$ cat config.mk
export PLATFORM = sky130hd
export DESIGN_NAME = stream_result_sink
export DESIGN_NICKNAME = d
export VERILOG_FILES = /design/src/rtl/stream_result_sink.sv
export SDC_FILE = /design/constraint.sdc
export NUM_CORES = 1
export LEC_CHECK = 0
export BUFFER_PORTS_ARGS = -buffer_cell sky130_fd_sc_hd__buf_2
export CELL_PAD_IN_SITES_DETAIL_PLACEMENT = 1
export CELL_PAD_IN_SITES_GLOBAL_PLACEMENT = 2
export CORE_ASPECT_RATIO = 1.4
export CORE_MARGIN = 10
export CORE_UTILIZATION = 25
export DETAILED_ROUTE_END_ITERATION = 8
export PLACE_DENSITY = 0.63
export SYNTH_ARGS = -nofsm -noshare
export SYNTH_HDL_FRONTEND = slang
export SYNTH_SLANG_ARGS = --single-unit
$ cat constraint.sdc
create_clock -name clk -period 13.25 [get_ports clk]
set_clock_uncertainty 0.15 [all_clocks]
set_input_delay 0.6625 -clock clk [delete_from_list [all_inputs] [get_ports clk]]
set_output_delay 0.6625 -clock clk [all_outputs]
set_load 0.01 [all_outputs]
$ cat src/rtl/stream_result_sink.sv
// Result stream terminator: accepts a programmed word count into a small FIFO
// and writes it to consecutive result-memory addresses, then pulses done.
module stream_result_sink #(
    parameter int DATA_WIDTH = 16,
    parameter int DEPTH      = 8,
    parameter int ADDR_WIDTH = 16,
    parameter int CNT_WIDTH  = 16
) (
    input  logic                  clk,
    input  logic                  rst_async,
    input  logic                  start,
    input  logic [ADDR_WIDTH-1:0] base_addr,
    input  logic [CNT_WIDTH-1:0]  num_words,
    input  logic                  s_valid,
    input  logic [DATA_WIDTH-1:0] s_data,
    output logic                  s_ready,
    output logic                  wr_en,
    output logic [ADDR_WIDTH-1:0] wr_addr,
    output logic [DATA_WIDTH-1:0] wr_data,
    input  logic                  wr_ready,
    output logic                  busy,
    output logic                  done
);

    localparam int PW = $clog2(DEPTH);

    typedef enum logic [1:0] {IDLE, RECV, DRAIN, DONE} state_t;

    state_t                state_q, state_d;
    logic [CNT_WIDTH-1:0]  num_q, rx_cnt, wr_cnt;
    logic [CNT_WIDTH-1:0]  rx_nxt, wr_nxt;
    logic [ADDR_WIDTH-1:0] addr_q;
    logic [DATA_WIDTH-1:0] mem [DEPTH];
    logic [PW:0]           wptr, rptr;
    logic                  full, empty, push, pop, go;

    // Extra pointer MSB distinguishes full from empty at equal indices.
    assign empty = (wptr == rptr);
    assign full  = (wptr[PW] != rptr[PW]) && (wptr[PW-1:0] == rptr[PW-1:0]);

    assign s_ready = (state_q == RECV) && !full && (rx_cnt < num_q);
    assign wr_en   = ((state_q == RECV) || (state_q == DRAIN)) && !empty;
    assign wr_data = mem[rptr[PW-1:0]];
    assign wr_addr = addr_q;
    assign busy    = (state_q == RECV) || (state_q == DRAIN);
    assign done    = (state_q == DONE);

    assign push   = s_valid && s_ready;
    assign pop    = wr_en && wr_ready;
    assign go     = (state_q == IDLE) && start;
    assign rx_nxt = rx_cnt + {{(CNT_WIDTH-1){1'b0}}, push};
    assign wr_nxt = wr_cnt + {{(CNT_WIDTH-1){1'b0}}, pop};

    always_comb begin
        state_d = state_q;
        unique case (state_q)
            IDLE: begin
                if (start)
                    state_d = (num_words != '0) ? RECV : DONE;
            end
            RECV: begin
                if (wr_nxt == num_q)
                    state_d = DONE;
                else if (rx_nxt == num_q)
                    state_d = DRAIN;
            end
            DRAIN: begin
                if (wr_nxt == num_q)
                    state_d = DONE;
            end
            DONE:    state_d = IDLE;
            default: state_d = IDLE;
        endcase
    end

    always_ff @(posedge clk or posedge rst_async) begin
        if (rst_async)
            state_q <= IDLE;
        else
            state_q <= state_d;
    end

    always_ff @(posedge clk or posedge rst_async) begin
        if (rst_async) begin
            num_q  <= '0;
            rx_cnt <= '0;
            wr_cnt <= '0;
            addr_q <= '0;
            wptr   <= '0;
            rptr   <= '0;
        end else if (go) begin
            num_q  <= num_words;
            rx_cnt <= '0;
            wr_cnt <= '0;
            addr_q <= base_addr;
            wptr   <= '0;
            rptr   <= '0;
        end else begin
            if (push) begin
                wptr   <= wptr + 1'b1;
                rx_cnt <= rx_nxt;
            end
            if (pop) begin
                rptr   <= rptr + 1'b1;
                addr_q <= addr_q + 1'b1;
                wr_cnt <= wr_nxt;
            end
        end
    end

    always_ff @(posedge clk or posedge rst_async) begin
        if (rst_async) begin
            for (int i = 0; i < DEPTH; i++)
                mem[i] <= '0;
        end else if (push) begin
            mem[wptr[PW-1:0]] <= s_data;
        end
    end

endmodule

==> impl_metrics.env <==
export IMPL_async_flop_share=1.000
export IMPL_n_antenna_cell=0
export IMPL_slew_headroom=0.2101
export IMPL_grt_busiest_layer="met2"
export IMPL_fin_crit_ns=5.367
export IMPL_yosysSeqAreaShare=0.4658
export IMPL_pwr_share_clk=0.261
export IMPL_ys_flop_type="dfrtp_1"
export IMPL_endpoint="state_q[1]"
export IMPL_outcome="completed"
export IMPL_synthCells=945
export IMPL_clkTransAtPathRegs_ns=0.06
export IMPL_vdd_ir_drop_max_uv=117.3
export IMPL_grt_pass1_wl_mm=48.36
export IMPL_worstSetupStartpointType="register"
export IMPL_cts_path_max_buffers=3
export IMPL_synth_seq_cells=202
export IMPL_grt_max_degree=127
export IMPL_synthesis_nets=1025
export IMPL_synth_edff_count=0
export IMPL_timing_fmax_mhz=186.3
export IMPL_antenna_found_initial=3
export IMPL_pwr_share_comb=0.366
export IMPL_post_cts_resize_count=0
export IMPL_period_share=0.4050
export IMPL_coreArea_um2=43020
export IMPL_ios=89
export IMPL_crit_path_max_fanout=19
export IMPL_clock_latency_ns=0.53
export IMPL_whs_ns=0.1931
export IMPL_dp_slack_ns=7.787
export IMPL_sw_frac_of_total=0.3405
export IMPL_r2r_end="state_q[1]"
export IMPL_worstPathRequired_ns=13.51
export IMPL_tns_ns=0
export IMPL_hold_buffers=0
export IMPL_grtUsageTotal=0.1148
export IMPL_internal_power_uw=1790
export IMPL_crit_start="rptr[2]"
export IMPL_wl_mm=30.24
export IMPL_nFillCells=4781
export IMPL_min_from="base_addr[2]"
export IMPL_met2_usage=0.2107
export IMPL_min_path_type="in -> reg"
export IMPL_end_kind="register"
export IMPL_gr_usage_met1=0.1335
export IMPL_register_area_um2=5056
export IMPL_drc=0
export IMPL_multi_input_comb_area_um2=5438
export IMPL_drv_cap=0
export IMPL_dieHeight_um=266.5
export IMPL_rr_startpoint="rptr[2]"
export IMPL_rsz0062_at_grt="no"
export IMPL_dpl_hpwl_mm=20.65
export IMPL_arrival_ns=5.63
export IMPL_p_per_area_nw_per_um2=214.9
export IMPL_synthDistinctLibCells=59
export IMPL_drt_iter0_markers=258
export IMPL_port_buffer_count=88
export IMPL_setup_viol=0
export IMPL_start_util=0.2523
export IMPL_die_x_um=196.1
export IMPL_syn_avg_cell_area_um2=11.48
export IMPL_use_met3=0.02122
export IMPL_drive_above_1_share=0.3155
export IMPL_cts_sinks=202
export IMPL_cts_root_buf="clkbuf_16"
export IMPL_grt_pass1_vias=8324
export IMPL_rows=90
export IMPL_synth_cell_area_um2=10850
export IMPL_power_leakage_uw=0.005641
export IMPL_hold_violations=0
export IMPL_max_slew_worst_pin_slew_ns=1.182
export IMPL_cts_setup_buffers=0
export IMPL_reg2reg_depth=16
export IMPL_gp_congestion=0.7846
export IMPL_worstSetupPathType="reg -> reg"
export IMPL_cts_tree="built"
export IMPL_p_seq_frac=0.372
export IMPL_slew_violations=0
export IMPL_cts_max_level=1
export IMPL_rrSetupSlack_ns=7.88
export IMPL_syn_to_final_growth_pct=16.41
export IMPL_nets=1092
export IMPL_overflow=0
export IMPL_vias=7595
export IMPL_dr_pass1_iters=4
export IMPL_yosys_warnings=0
export IMPL_die_area_um2=52260
export IMPL_cts_made_buffers=24
export IMPL_viasPerCell=4.810
export IMPL_fin_ws_ns=7.883
export IMPL_ant_nets=0
export IMPL_drt_wirelength_per_cell_um=19.15
export IMPL_power_switching_uw=924.4
[layout make-up]
| class | instances | area share |
|---|---|---|
| multi-input combinational | 660 | 0.4304 |
| sequential | 202 | 0.4002 |
| tap | 552 | 0.05467 |
| timing repair buffer | 96 | 0.03962 |
| clock inverter | 8 | 0.01109 |
| inverter | 28 | 0.008914 |
| clock buffer | 33 | 0.05507 |
[how the worst min path moves through the flow]
stage                        to  slack (ns)  cells past startpoint
floorplan               mem[26]        0.32                      1
global placement        mem[93]        0.33                      1
detailed placement      mem[17]        0.34                      1
CTS                  wr_addr[9]        0.17                      3
global route        wr_addr[10]        0.17                      3
finish               wr_addr[2]        0.19                      3
[power by group through the flow]
stage          Combinational [µW]  Sequential [µW]  Clock [µW]
2_1_floorplan                 734              966           0
6_report                      995             1010         709
4_1_cts                      1030             1020         732
5_1_grt                      1110             1050         763
3_5_place_dp                 1030             1030           0
3_3_place_gp                 1010             1010           0
[worst max-delay path, cell delays in order, from the launching register on]
cell and delay, ns:
dfrtp_1 1.04, xor2_1 0.24, nor3_1 0.07, nand2_1 0.07, and4b_1 0.29, and2_1 0.18
o21ai_0 0.11, inv_1 0.36, ha_1 0.30, nand4_4 0.18, or2_1 0.31, o41a_1 0.40
or4_1 0.47, or4b_1 0.62, o221ai_2 0.24, nand2_1 0.10, mux2i_1 0.12
[layer usage]
| metal | wire, µm | part of all wire |
|---|---|---|
| met2 | 15910 | 0.53 |
| met5 | 27 | 0.00089 |
| met1 | 12650 | 0.42 |
| met3 | 1080 | 0.036 |
| met4 | 562 | 0.019 |
[cell families (layout without fill, tap and decap cells)]
family | count (synthesis) | count (layout) | synth area share
adder cells (fa/ha/maj) | 27 | 27 | 0.03113
AND/OR/NAND/NOR | 249 | 249 | 0.1141
multiplexers | 185 | 185 | 0.2242
flip-flops | 202 | 202 | 0.4658
AO/OA/AOI/OAI | 129 | 129 | 0.07482
XOR/XNOR | 70 | 70 | 0.05649
buffers and inverters | 83 | 165 | 0.03343
[layout by cell type, fill, tap and decap left out, types with 5 or more instances in the layout]
cell	count
mux2i_1	8
xnor2_1	32
nor2b_1	11
buf_2	88
nand4_1	20
xor2_1	38
clkbuf_16	25
buf_4	8
o211ai_1	5
nand3_1	30
and2_1	5
a21oi_1	21
nor3_1	5
nor4_1	10
and3_1	6
ha_1	27
or3_1	6
nand2_1	74
mux2_2	145
dfrtp_1	201
mux4_2	32
o21ai_0	54
nor2_1	56
inv_1	27
a21o_1	6
a31oi_1	12
[state kept, by name, indices dropped and copies added, names as in the netlist]
register	flops
wr_addr	16
mem	128
wptr	4
state_q	2
rptr	4
wr_cnt	16
num_q	16
rx_cnt	16
[Yosys cell counts (4+ instances only)]
cell / n / area share
inv_1: 28 / 0.0097
nor2b_1: 11 / 0.0063
a41o_1: 4 / 0.0037
or3_1: 6 / 0.0035
nand2b_1: 4 / 0.0023
xnor2_1: 32 / 0.026
and2_1: 6 / 0.0035
and3_1: 6 / 0.0035
o21ai_0: 54 / 0.025
a31oi_1: 12 / 0.0069
a21oi_1: 21 / 0.0097
clkbuf_8: 4 / 0.0051
nor3_1: 5 / 0.0023
nand3_1: 30 / 0.014
xor2_1: 38 / 0.031
mux2i_1: 8 / 0.0074
clkbuf_1: 42 / 0.015
mux4_2: 32 / 0.066
o211ai_1: 5 / 0.0035
nor2_1: 56 / 0.019
mux2_2: 145 / 0.15
dfrtp_1: 202 / 0.47
nor4_1: 10 / 0.0058
or4_1: 4 / 0.0028
o21a_1: 4 / 0.0028
nand2_1: 74 / 0.026
ha_1: 27 / 0.031
nand4_1: 20 / 0.012
a21o_1: 6 / 0.0042
buf_1: 4 / 0.0014
[per-stage QoR]
stage | power [µW] | util | area (µm²) | std cells
6_report | 2714 | 0.2937 | 12630 | 1579
3_5_place_dp | 2054 | 0.2743 | 11800 | 1538
2_1_floorplan | 1700 | - | 10850 | 945
5_1_grt | 2920 | 0.2937 | 12630 | 1579
3_3_place_gp | 2023 | 0.2743 | 11800 | 1538
4_1_cts | 2780 | 0.2937 | 12630 | 1579
No activity file was read; power rests on OpenSTA's default activity.
